==> config.mk <==
export PLATFORM = sky130hd
export DESIGN_NAME = ofifo
export DESIGN_NICKNAME = d
export VERILOG_FILES = /design/src/rtl/ofifo_pkg.sv /design/src/rtl/ofifo_col_fifo.sv /design/src/rtl/ofifo.sv
export SDC_FILE = /design/constraint.sdc
export NUM_CORES = 2
export LEC_CHECK = 0
export ABC_CLOCK_PERIOD_IN_PS = 3900
export BUFFER_PORTS_ARGS = -buffer_cell sky130_fd_sc_hd__buf_2
export CAP_MARGIN = 20
export CORE_MARGIN = 2
export CORE_UTILIZATION = 45
export CTS_CLUSTER_DIAMETER = 60
export DETAILED_ROUTE_END_ITERATION = 10
export PLACE_DENSITY = 0.63
export SYNTH_ARGS = -nofsm -noshare
export SYNTH_HDL_FRONTEND = slang
export SYNTH_SLANG_ARGS = --single-unit
export TNS_END_PERCENT = 100
==> constraint.sdc <==
create_clock -name clk -period 3.9 [get_ports clk]
set_clock_uncertainty 0.05 [all_clocks]
set_input_delay 0.39 -clock clk [delete_from_list [all_inputs] [get_ports clk]]
set_output_delay 0.39 -clock clk [all_outputs]
set_load 0.03 [all_outputs]
==> src/rtl/ofifo_pkg.sv <==
// Shared sizing for the south-edge output FIFO.
// Defaults track the MAC array's own parameters.
package ofifo_pkg;
    localparam int COL     = 8;
    localparam int PSUM_BW = 16;
    localparam int DEPTH   = 16;
    localparam int PTR_W   = $clog2(DEPTH);
endpackage

==> src/rtl/ofifo_col_fifo.sv <==
// Single-column psum FIFO; read data is combinational mem[rptr].
// rd is an already-gated pop, so it is never high while empty.
module col_fifo
    import ofifo_pkg::*;
#(
    parameter int psum_bw = PSUM_BW,
    parameter int depth   = DEPTH
) (
    input  logic               clk,
    input  logic               reset,
    input  logic               wr,
    input  logic               rd,
    input  logic [psum_bw-1:0] in,
    output logic [psum_bw-1:0] out,
    output logic               empty,
    output logic               full,
    output logic               drop
);
    localparam int AW = $clog2(depth);
    localparam logic [AW:0] FULL_CNT = (AW+1)'(depth);

    logic [psum_bw-1:0] mem [depth];
    logic [AW-1:0]      wptr;
    logic [AW-1:0]      rptr;
    logic [AW:0]        count;
    logic               acc;

    assign empty = (count == '0);
    assign full  = (count == FULL_CNT);
    // A pop in the same cycle frees the slot the write lands in.
    assign acc   = wr && (!full || rd);
    assign drop  = wr && full && !rd;
    assign out   = mem[rptr];

    always_ff @(posedge clk) begin
        if (acc) begin
            mem[wptr] <= in;
        end
    end

    always_ff @(posedge clk) begin
        if (reset) begin
            wptr  <= '0;
            rptr  <= '0;
            count <= '0;
        end else begin
            if (acc) begin
                wptr <= wptr + 1'b1;
            end
            if (rd) begin
                rptr <= rptr + 1'b1;
            end
            case ({acc, rd})
                2'b10:   count <= count + 1'b1;
                2'b01:   count <= count - 1'b1;
                default: count <= count;
            endcase
        end
    end
endmodule

==> src/rtl/ofifo.sv <==
// Output FIFO below the MAC array: one FIFO per column, rows released
// only when every column holds data.
module ofifo
    import ofifo_pkg::*;
#(
    parameter int col     = COL,
    parameter int psum_bw = PSUM_BW,
    parameter int depth   = DEPTH
) (
    input  logic                   clk,
    input  logic                   reset,
    input  logic [col-1:0]         wr,
    input  logic [psum_bw*col-1:0] in,
    input  logic                   rd,
    output logic [psum_bw*col-1:0] out,
    output logic                   o_valid,
    output logic                   o_full,
    output logic                   o_ready,
    output logic                   o_overflow
);
    logic [col-1:0]         empty;
    logic [col-1:0]         full;
    logic [col-1:0]         drop;
    logic [psum_bw*col-1:0] row;
    logic                   pop;

    assign o_valid = ~|empty;
    assign o_full  = |full;
    assign o_ready = ~|full;
    assign pop     = rd && o_valid;

    for (genvar i = 0; i < col; i++) begin : g_col
        col_fifo #(
            .psum_bw (psum_bw),
            .depth   (depth)
        ) u_fifo (
            .clk   (clk),
            .reset (reset),
            .wr    (wr[i]),
            .rd    (pop),
            .in    (in[psum_bw*i +: psum_bw]),
            .out   (row[psum_bw*i +: psum_bw]),
            .empty (empty[i]),
            .full  (full[i]),
            .drop  (drop[i])
        );
    end

    always_ff @(posedge clk) begin
        if (reset) begin
            out <= '0;
        end else if (pop) begin
            out <= row;
        end
    end

    // Sticky until reset so software can find a lost psum after the fact.
    always_ff @(posedge clk) begin
        if (reset) begin
            o_overflow <= 1'b0;
        end else if (|drop) begin
            o_overflow <= 1'b1;
        end
    end
endmodule

; Word level (Yosys, flattened, before mapping)
; Memory sizes are Yosys's and may differ from the RTL's. A register that Yosys moved wholly into a read port is not among the register bits.
; Index checks and enable logic that the tools add are counted.
[word_totals]
regBits = 105
mem_bits_rw = 2048
input_bits = 139
output_inout_bits = 132
elab_cells = 176
mem_count = 8
[classes]
addsub = 32
n_eq_ne = 24
muxes = 24
reduce_logical = 63
[memory_table]
columns = memory, depth, width, read_ports, rd_clocked_by_memory_dff, wr, line_no
row1 = g_col[0].u_fifo.mem, 16, 16, 1, 1, 1, ofifo_col_fifo.sv:22  ; logic [psum_bw-1:0] mem [depth];
row2 = g_col[1].u_fifo.mem, 16, 16, 1, 1, 1, ofifo_col_fifo.sv:22
row3 = g_col[2].u_fifo.mem, 16, 16, 1, 1, 1, ofifo_col_fifo.sv:22
row4 = g_col[3].u_fifo.mem, 16, 16, 1, 1, 1, ofifo_col_fifo.sv:22
row5 = g_col[4].u_fifo.mem, 16, 16, 1, 1, 1, ofifo_col_fifo.sv:22
row6 = g_col[5].u_fifo.mem, 16, 16, 1, 1, 1, ofifo_col_fifo.sv:22
row7 = 2 more memories, --, --, --, --, --, --
[op_table]
columns = op, n
row1 = $pmux 5 s2, 8
row2 = $add 4x1->4 const B, 16
row3 = $add 5x1->5 const B, 8
row4 = $eq 5x5->1 const B, 8
row5 = $logic_not 5->1, 8
row6 = $sub 5x1->5 const B, 8
row7 = $logic_and 1x1->1, 25
row8 = $reduce_or 8->1, 3
row9 = $eq 2x1->1 const B, 8
row10 = $eq 2x2->1 const B, 8
row11 = $mux 1, 16
row12 = $reduce_bool 2->1, 8
row13 = $logic_not 1->1, 11
row14 = $logic_or 1x1->1, 8

; Longest topological paths before layout
[depth]
word_depth = 8
mapped_depth = 14
ltp_nobuf = 12

; Hierarchy
; Synthesis repeated with hierarchy kept, for this count alone.
[hier_totals]
hier_cells = 4698
area_unflattened_um2 = 91052.3
[modules_own_cells]
columns = module, instances, cells_each, area_per_inst_um2, seq_area_each_um2
row1 = col_fifo at g_col[0].u_fifo ..., 7, 518, 10677.7, 8027.7
row2 = col_fifo at g_col[7].u_fifo, 1, 504, 10517.6, 8027.7
row3 = ofifo, 1, 568, 5790.6, 2582.5

; Worst setup path after synthesis
; Ideal clock, no wire load.
[synth_path]
path_kind = register to register
start = reg g_col[6].u_fifo.count[0]
end = mem g_col[1].u_fifo.mem[3][0] (netlist bit), enable pin
setup_ps = 409
arrival_time_ps = 2958
path_slack_ps = 483
path_stages_with_launch = 9
cell_sequence = dfxtp_1 nor4_1 a22o_1 or4_1 buf_4 inv_6 a21oi_1 nand3b_1 nor3_1
[synth_between]
elab_chain_len = 8
[synth_rtl]
columns = element, line_no
row1 = "start, declared", ofifo_col_fifo.sv:25  ; logic [AW:0] count;
row2 = "start signal, assigned", ofifo_col_fifo.sv:54  ; 2'b10: count <= count + 1'b1;
row3 = "start signal, assigned", ofifo_col_fifo.sv:55  ; 2'b01: count <= count - 1'b1;
row4 = "start signal, assigned", ofifo_col_fifo.sv:56  ; default: count <= count;
row5 = $logic_not 5->1, ofifo_col_fifo.sv:28  ; assign empty = (count == '0);
row6 = $reduce_or 8->1, ofifo.sv:27  ; assign o_valid = ~|empty;
row7 = $logic_not 1->1, ofifo.sv:27
row8 = $logic_and 1x1->1, ofifo.sv:30  ; assign pop = rd && o_valid;
row9 = $logic_or 1x1->1, ofifo_col_fifo.sv:31  ; assign acc = wr && (!full || rd);
row10 = $logic_and 1x1->1, ofifo_col_fifo.sv:31
row11 = $mux 1, ofifo_col_fifo.sv:36  ; if (acc) begin
row12 = $mux 1 (implied by the code), ofifo_col_fifo.sv:37  ; mem[wptr] <= in;
row13 = "end, declared", ofifo_col_fifo.sv:22
; No other way between the ends.

; Final worst setup path
[layout_path]
start = reg g_col[6].u_fifo.count[0]
end = out o_valid
[layout_between]
elab_chain_len = 3
[layout_rtl]
columns = element, line_no
row1 = $logic_not 5->1, ofifo_col_fifo.sv:28
row2 = $reduce_or 8->1, ofifo.sv:27
row3 = $logic_not 1->1, ofifo.sv:27
row4 = "end, declared", ofifo.sv:16  ; output logic o_valid,
; No other way between the ends.

==> key figures <==
Synthesis
  – Synth Area in Compound Gates: 1.75%
  – Post-synthesis sequential area ratio: 75.0%
  – Netlist Area Pre-Place: 88200 µm²
  – Main combinational cell family by area after synthesis: multiplexers
  – Mux share of post-synthesis cell area: 16.8%
  – Synth Area per Inst: 20.4 µm²
  – XOR/XNOR share of the synthesized area: 0.447%
  – Synth unique cells: 61
  – YS warnings: 0
  – Register bit total from synthesis: 2281
  – Post-Syn Nets: 4531
  – Top_reg_cell synth: edfxtp_1
  – Cells after Synth: 4320
  – Synth Area in Adders: 1.09%
  – Simple logic cell fraction of the synthesized area: 3.50%
  – EDFF count, synth: 2048
  – Post-synth ARST share: 0%

Drt
  – TritonRoute pass-1 iters: 5
  – Post-Route WL: 198000 µm
  – Final routed DRC violation total: 0
  – DRT antenna net count: 0
  – Routed length per placed instance: 25.5 µm
  – Initial DRC count: 3434
  – Vias: 43400
  – Drt via density: 5.57

Timing
  – RSZ-0062 raised after global routing: false
  – Peak Freq: 277 MHz
  – Final Hold Vio Count: 0
  – Slew headroom: 37.3%
  – Crit share post-route: 92.6%
  – Actual slew at the worst max-slew pin: 0.941 ns
  – Final TNS setup: 0 ns
  – Setup Viol. Count Final: 0
  – Slew Limit Fails: 0
  – Crit path time final: 3.61 ns

CTS
  – CTS tree: yes
  – Total CTS buffers: 230
  – Longest Clk Path Bufs: 3
  – CTS root buf: clkbuf_16
  – H-tree depth: 4
  – Worst-skew pair later-pin latency: 0.86 ns
  – Clock sink total: 2281
  – Post-CTS Setup Inserts: 0
  – Worst-path clk slew: 0.06 ns

Placement
  – DP HPWL: 118000 µm
  – Placed Cells: 7214
  – GPL Wtd Cong: 0.763
  – I/O Buffers: 270
  – Post-Place Cell Area: 94600 µm²

Die
  – Rows: 162
  – Full die area: 200000 µm²
  – Die height: 447 µm
  – # IOs: 271
  – Initial Util: 45.3%
  – Chip Width: 447 µm
  – CORE AREA: 195000 µm²

Global routing
  – Global-route wire length before repair: 296000 µm
  – Largest net degree at the start of global routing: 116
  – Initial antenna violation count: 18
  – Vias in the first global route: 45000
  – GR peak layer: met2
  – GR Util met3: 3.00%
  – Congestion Overflow GR: 0
  – Total Routing Usage GR: 20.0%
  – Met2 global-route usage: 33.8%
  – GR Util met1: 27.5%

Worst setup path
  – Worst EP required: 3.46 ns
  – Crit start category: register
  – Setup CP Type: register to output port
  – CP Cell Sequence: nor4_1, a22o_1, or4_2, inv_6, buf_2
  – WP data arrival: 3.17 ns
  – Critical path endpoint category: output port
  – Critical Path Fanout Max: 22
  – CP max stage cell: or4_2
  – R2R Setup Slk: 0.30 ns
  – Worst path max stage delay: 0.83 ns

Final layout
  – Commonest cells after routing, fill and taps aside: 2048 x edfxtp_1, 640 x mux4_2, 322 x nand2_1
  – Fin area: 104000 µm²
  – Nets: 5171
  – Commonest non-fill, non-tap cell in the layout: edfxtp_1
  – Layout Area Growth over Synthesis: 17.6%
  – Finished Layout Cells: 7789
  – Share of cells above drive strength 1: 32.8%

Power and ir drop
  – Lkg Pwr: 33.1 nW
  – Max rail drop VDD: 0.401 mV
  – Pwr dens: 490 nW/µm²

Run
  – Max-cap violations: 0

Outcome
  – Status: complete, no violations

Hold path
  – Hold/Removal Path Class: input port to register
==> where the power goes <==
part | leakage [nW] | switching (W) | total [W] | internal (W)
sequential | 20.4 | 0.0000960 | 0.0270 | 0.0269
clock | 3.81 | 0.00927 | 0.0225 | 0.0132
combinational | 8.92 | 0.000855 | 0.00135 | 0.000499
==> flip-flops by register name, indices dropped and copies added (netlist names) <==
| signal | count |
|---|---|
| out | 128 |
| g_col.u_fifo.wptr | 32 |
| g_col.u_fifo.count | 40 |
| g_col.u_fifo.rptr | 32 |
| o_overflow | 1 |
| g_col.u_fifo.mem | 2048 |
==> layout make-up <==
class | count | area, µm²
Inverter | 56 | 215
Timing Repair Buffer | 650 | 5050
Antenna cell | 3 | 7.51
Clock inverter | 154 | 1690
Sequential cell | 2281 | 66200
Multi-Input combinational cell | 1741 | 21200
Fill cell | 15100 | 91000
Clock buffer | 280 | 6100
Tap cell | 2624 | 3280
==> path summary, 6_finish.rpt <==
| path | start | to | depth (start not counted) |
|---|---|---|---|
| max reg2reg | g_col[6].u_fifo.count[0] | g_col[4].u_fifo.mem[3][12] | 8 |
| min reg2reg | out[19] | out[19] | 2 |
| min | rd | g_col[3].u_fifo.rptr[2] | 5 |
| max | g_col[6].u_fifo.count[0] | o_valid | 5 |
==> cell usage after synthesis, drive strengths merged, types with 5 or more instances <==
master | count | area (µm²)
or3 | 7 | 43.8
clkbuf | 109 | 409
mux4 | 640 | 14400
buf | 133 | 627
nand4 | 11 | 68.8
nand3 | 27 | 160
or4 | 9 | 71.3
xor2 | 20 | 175
mux2 | 25 | 282
mux2i | 12 | 120
nor3 | 59 | 350
a21o | 18 | 135
nand2b | 16 | 100
xnor2 | 25 | 219
or2 | 8 | 50.1
o21ai | 19 | 95.1
nand3b | 29 | 218
nand2 | 323 | 1210
edfxtp | 2048 | 61500
o32ai | 19 | 166
nor2 | 169 | 642
dfxtp | 233 | 4660
o22ai | 7 | 43.8
a21oi | 175 | 887
inv | 56 | 215
nor2b | 16 | 100
ha | 64 | 801
nor3b | 5 | 37.5
fa | 8 | 160
==> worst max-delay path: cells and delay by family, from the launching register on <==
kind                   cells  cell delay, ns
and+or+nand+nor            2            0.94
buffers and inverters      2            0.72
DFF                        1            0.39
AOI/OAI and AO/OA          1            0.23
==> layer usage <==
layer / vias up / wire (µm)
li1: 18900 / -
met1: 23100 / 84000
met2: 1069 / 101000
met3: 278 / 9170
met4: 10 / 4090
met5: - / 62
==> stage by stage <==
step                      utilization (%)  hold WS (ns)  power (W)  worst slack, ns
after floorplan                         -         0.384     0.0281            0.483
after global placement               48.5         0.391     0.0287            0.384
after detailed placement             48.6         0.394     0.0288            0.353
after CTS                            53.3         0.264     0.0514            0.206
after global routing                 53.3         0.323     0.0524            0.174
final                                53.3         0.340     0.0509            0.290
==> cells by family (layout without fill, tap and decap cells) <==
logic type | after synthesis | count (layout)
AOI/OAI and AO/OA | 263 | 263
xor gates and xnor gates | 45 | 45
adders and majority gates | 72 | 72
buffers and inverters | 298 | 1140
DFF | 2281 | 2281
muxes | 677 | 677
other | 0 | 3
and+or+nand+nor | 684 | 684
==> what timing repair did <==
item,4_1_cts,5_1_grt
gates resized for setup,0,0
hold buffers,138,0
hold endpoints to repair,2108,0
Power figures use the tool's default switching activity.
